`src/rtl/rv_alu_arb.sv`:
```
// Two-requester arbiter in front of one shared combinational ALU with a one-entry response slot per requester.
// Latency 1 cycle from grant to response; a full, undrained slot blocks its own requester only.
module rv_alu_arb #(
    parameter int XLEN  = 64,
    parameter bit RR_EN = 1'b1
) (
    input  logic            clk_i,
    input  logic            rst_n_i,
    input  logic            req0_valid_i,
    output logic            req0_ready_o,
    input  logic [XLEN-1:0] req0_op1_i,
    input  logic [XLEN-1:0] req0_op2_i,
    input  logic [3:0]      req0_sel_i,
    input  logic            req0_32b_i,
    input  logic            req1_valid_i,
    output logic            req1_ready_o,
    input  logic [XLEN-1:0] req1_op1_i,
    input  logic [XLEN-1:0] req1_op2_i,
    input  logic [3:0]      req1_sel_i,
    input  logic            req1_32b_i,
    output logic            rsp0_valid_o,
    input  logic            rsp0_ready_i,
    output logic [XLEN-1:0] rsp0_result_o,
    output logic            rsp1_valid_o,
    input  logic            rsp1_ready_i,
    output logic [XLEN-1:0] rsp1_result_o,
    output logic [XLEN-1:0] alu_op1_o,
    output logic [XLEN-1:0] alu_op2_o,
    output logic [3:0]      alu_sel_o,
    output logic            alu_32b_o,
    input  logic [XLEN-1:0] alu_result_i,
    output logic [1:0]      gnt_o
);

    logic            r_rsp0_vld;
    logic            r_rsp1_vld;
    logic [XLEN-1:0] r_rsp0_res;
    logic [XLEN-1:0] r_rsp1_res;
    logic            r_ptr;

    logic w_elig0;
    logic w_elig1;
    logic w_pick1;
    logic w_gnt0;
    logic w_gnt1;

    // A slot draining this cycle can be refilled in the same cycle.
    always_comb begin
        w_elig0 = req0_valid_i & (~r_rsp0_vld | rsp0_ready_i);
        w_elig1 = req1_valid_i & (~r_rsp1_vld | rsp1_ready_i);
        w_pick1 = RR_EN & r_ptr;
        w_gnt0  = w_elig0 & ~(w_elig1 & w_pick1);
        w_gnt1  = w_elig1 & ~(w_elig0 & ~w_pick1);
    end

    always_comb begin
        alu_op1_o = '0;
        alu_op2_o = '0;
        alu_sel_o = 4'b0000;
        alu_32b_o = 1'b0;
        if (w_gnt0) begin
            alu_op1_o = req0_op1_i;
            alu_op2_o = req0_op2_i;
            alu_sel_o = req0_sel_i;
            alu_32b_o = req0_32b_i;
        end else if (w_gnt1) begin
            alu_op1_o = req1_op1_i;
            alu_op2_o = req1_op2_i;
            alu_sel_o = req1_sel_i;
            alu_32b_o = req1_32b_i;
        end
    end

    assign gnt_o         = {w_gnt1, w_gnt0};
    assign req0_ready_o  = w_gnt0;
    assign req1_ready_o  = w_gnt1;
    assign rsp0_valid_o  = r_rsp0_vld;
    assign rsp1_valid_o  = r_rsp1_vld;
    assign rsp0_result_o = r_rsp0_res;
    assign rsp1_result_o = r_rsp1_res;

    always_ff @(posedge clk_i or negedge rst_n_i) begin
        if (!rst_n_i) begin
            r_rsp0_vld <= 1'b0;
            r_rsp1_vld <= 1'b0;
            r_rsp0_res <= '0;
            r_rsp1_res <= '0;
            r_ptr      <= 1'b0;
        end else begin
            if (w_gnt0) begin
                r_rsp0_vld <= 1'b1;
                r_rsp0_res <= alu_result_i;
            end else if (rsp0_ready_i) begin
                r_rsp0_vld <= 1'b0;
            end
            if (w_gnt1) begin
                r_rsp1_vld <= 1'b1;
                r_rsp1_res <= alu_result_i;
            end else if (rsp1_ready_i) begin
                r_rsp1_vld <= 1'b0;
            end
            // Pointer points at whoever lost, so it is preferred next time.
            if (RR_EN && (w_gnt0 || w_gnt1)) begin
                r_ptr <= w_gnt0;
            end
        end
    end

endmodule

```
`config.mk`:
```
export PLATFORM = sky130hd
export DESIGN_NAME = rv_alu_arb
export DESIGN_NICKNAME = d
export VERILOG_FILES = /design/src/rtl/rv_alu_arb.sv
export SDC_FILE = /design/constraint.sdc
export NUM_CORES = 1
export LEC_CHECK = 0
export CORE_AREA = 3 3 234 236
export CTS_BUF_LIST = sky130_fd_sc_hd__clkbuf_16
export DETAILED_ROUTE_END_ITERATION = 10
export DIE_AREA = 0 0 237 239
export GPL_ROUTABILITY_DRIVEN = 0
export PLACE_DENSITY = 0.51
export SLEW_MARGIN = 20
export SYNTH_ARGS = -nofsm -noshare
export SYNTH_HDL_FRONTEND = slang
export SYNTH_SLANG_ARGS = --single-unit
```
`constraint.sdc`:
```
create_clock -name clk_i -period 1.86 [get_ports clk_i]
set_input_delay 0.372 -clock clk_i [delete_from_list [all_inputs] [get_ports clk_i]]
set_output_delay 0.372 -clock clk_i [all_outputs]
set_load 0.01 [all_outputs]
```
==> out/summary.txt <==
outcome - finished, violations left
failing checks - negative setup slack
placed cells - 1,727
Setup TNS - -71.13 ns
hpwl dp - 30.9 mm
Hold Crit Class - input port to async pin
fin util - 28.1%
Avg Vias per Cell - 3.79
wire per inst - 23.4 um
PortBufs - 602
1st-iter DRT viols - 246
critical path launch point type - register
GR Overflow Total - 0
Total GRT Usage - 13.6%
Clk Latency, worst-skew pair - 0.44 ns
post-route clock period utilization - 132%
DP Worst Slack - -0.934 ns
CTS tree - yes
Placeable Area - 0.0527 mm^2
H-Tree Depth - 4
die extent in x - 237 um
cells after synthesis - 450
non-filler instance count after layout - 1,832
TritonCTS buffer count - 17
Worst Max-Slew Pin Slew - 0.382 ns
layout cell share with drive strength beyond 1 - 32.7%
Syn. warnings - 0
largest net degree at the start of global routing - 55
xor/xnor cell area share of the yosys netlist - 0%
antenna violations before repair - 23
clk_skew - 0.0142 ns
number of distinct library cells after synthesis - 14
Worst Reg-to-Reg Cells - 8
reg2reg start - rsp0_valid_o
routed wire length - 42.9 mm
VDD IR max - 0.000822 V
syn_nets - 786
max_cap viols - 0
I/O pins - 603
most common cell after layout, fill and taps aside - clkdlybuf4s50_1
Synth-to-Final Area Change - 138%
DRT Pass-1 Iters - 4
first-pass GRT wire length - 55.2 mm
Max Buffers Root-to-Sink - 2
DR DRC count - 0
post-synthesis mux area share - 23.2%
post-route ant nets - 0
clock sinks - 131
DR vias - 6,939
unrepaired setup endpoints after global routing - true
setup violators final - 181
Period minus WS final - 2.45 ns
Clk pin slew, worst setup/hold paths - 0.06 ns
WP data arrival - 2.08 ns
worst-path maximum fanout - 6
Die ar. - 0.0566 mm^2
crit path kind - register to output pin
# rows - 84
Post-Syn Area - 0.00621 mm^2
vias in the first global route - 7,180
Rel. slew slack - 74.6%
Mapped Avg Cell Area - 13.8 um^2
Post-Synth Adder-Cell Area - 0%
Yosys reg bits - 131
compound-cell area share of the yosys netlist - 19.3%
Starting Density - 11.8%
Setup crit end kind - output pin
fillers - 5,515
commonest non-fill, non-tap cells in the layout - 459 x clkdlybuf4s50_1, 132 x a22o_1, 131 x dfrtp_1
Final Hold Vio Count - 0
final worst setup slack - -0.588 ns
PD cells - 971 mW/mm^2
root buffer cell - clkbuf_16
sequential fraction of the synthesis area - 52.8%
PnR Total Power - 14.4 mW
Worst Path Required - 1.49 ns
f_max - 409 MHz
Reg-to-Reg End - rsp0_result_o[37]
nets - 1,459
Synth Area in Simple Gates - 0.745%
Max Slew Vio Count - 0
leakage - 6.31 nW
largest family of logic cells by synthesized area - multiplexers
Die Ht - 239 um
R2R Setup Slk - -0.17 ns
[sequential cells by signal, indices dropped and copies added, names as in the netlist]
register,count
rsp0_valid_o,1
rsp1_valid_o,1
r_ptr,1
rsp1_result_o,64
rsp0_result_o,64
[timing repair]
action	4_1_cts	5_1_grt
pin swaps	23	11
hold buffers	1	0
endpoints found under the setup margin	195	229
resized for setup	629	43
endpoints found under the hold margin	11	0
gates cloned	21	18
buffers inserted	23	8
[worst max-delay path, cell delays in order (launching register included)]
cell and delay, ns:
dfrtp_1 0.40, nand2b_4 0.16, o211ai_4 0.19, buf_12 0.17, buf_12 0.13, inv_12 0.05
buf_8 0.13, buf_6 0.11, a22o_1 0.16, buf_2 0.14
[stage by stage]
step / instance area (um^2) / hold slack, ns
CTS: 14400 / 0.330
finish: 14800 / 0.359
global route: 14800 / 0.362
floorplan: 6220 / 0.0764
global placement: 13200 / 0.266
detailed placement: 13200 / 0.272
[cells in the mapped netlist (all sizes together)]
library cell	count	share of area [%]
nor2b	2	0.20
inv	2	0.12
buf	42	3.8
o2bb2ai	1	0.14
nand2b	3	0.30
mux2	128	23
nand2	4	0.24
clkbuf	2	0.12
o211ai	2	0.40
a22o	133	19
dfrtp	131	53
[metal layers]
layer  global-route usage (%)  up-vias  wire [um]
met2                     23.6      376      21200
met3                     5.94       65       4140
met1                     15.0     3378      16100
met5                        0        -         67
met4                     3.90       10       1440
li1                         -     3110          -
[how the worst max path moves through the flow]
stage,startpoint,end,slack [ns],cells after the start
floorplan,rsp1_valid_o,alu_op1_o[0],-0.01,6
global placement,rsp1_ready_i,alu_op2_o[7],-0.92,7
detailed placement,rsp0_ready_i,alu_op2_o[7],-0.93,7
CTS,rsp1_valid_o,alu_op2_o[13],-0.65,7
global route,r_ptr,alu_op1_o[19],-0.67,9
finish,r_ptr,alu_op1_o[8],-0.59,9
[power by group]
part | leakage [nW] | switching [mW] | internal (mW)
sequential | 1.53 | 0.391 | 3.61
clock | 0.310 | 1.29 | 2.36
combinational | 4.47 | 2.66 | 4.07
[logic make-up after synthesis]
group / Yosys count
multiplexers: 128
AO/OA/AOI/OAI: 136
flip-flops: 131
AND/OR/NAND/NOR: 9
buffers and inverters: 46
[area by class of cell]
| class | instances | area, um^2 | share of cell area (%) |
|---|---|---|---|
| inverters | 2 | 50.0 | 0.338 |
| clock inverters | 14 | 213 | 1.44 |
| repair inverters | 4 | 68.8 | 0.464 |
| multi-input cells | 273 | 2750 | 18.6 |
| repair buffers | 694 | 7150 | 48.2 |
| well taps | 688 | 861 | 5.81 |
| diodes | 9 | 22.5 | 0.152 |
| flip-flops and latches | 131 | 3280 | 22.1 |
| clock buffers | 17 | 425 | 2.87 |
(Power assumes the default switching activity.)
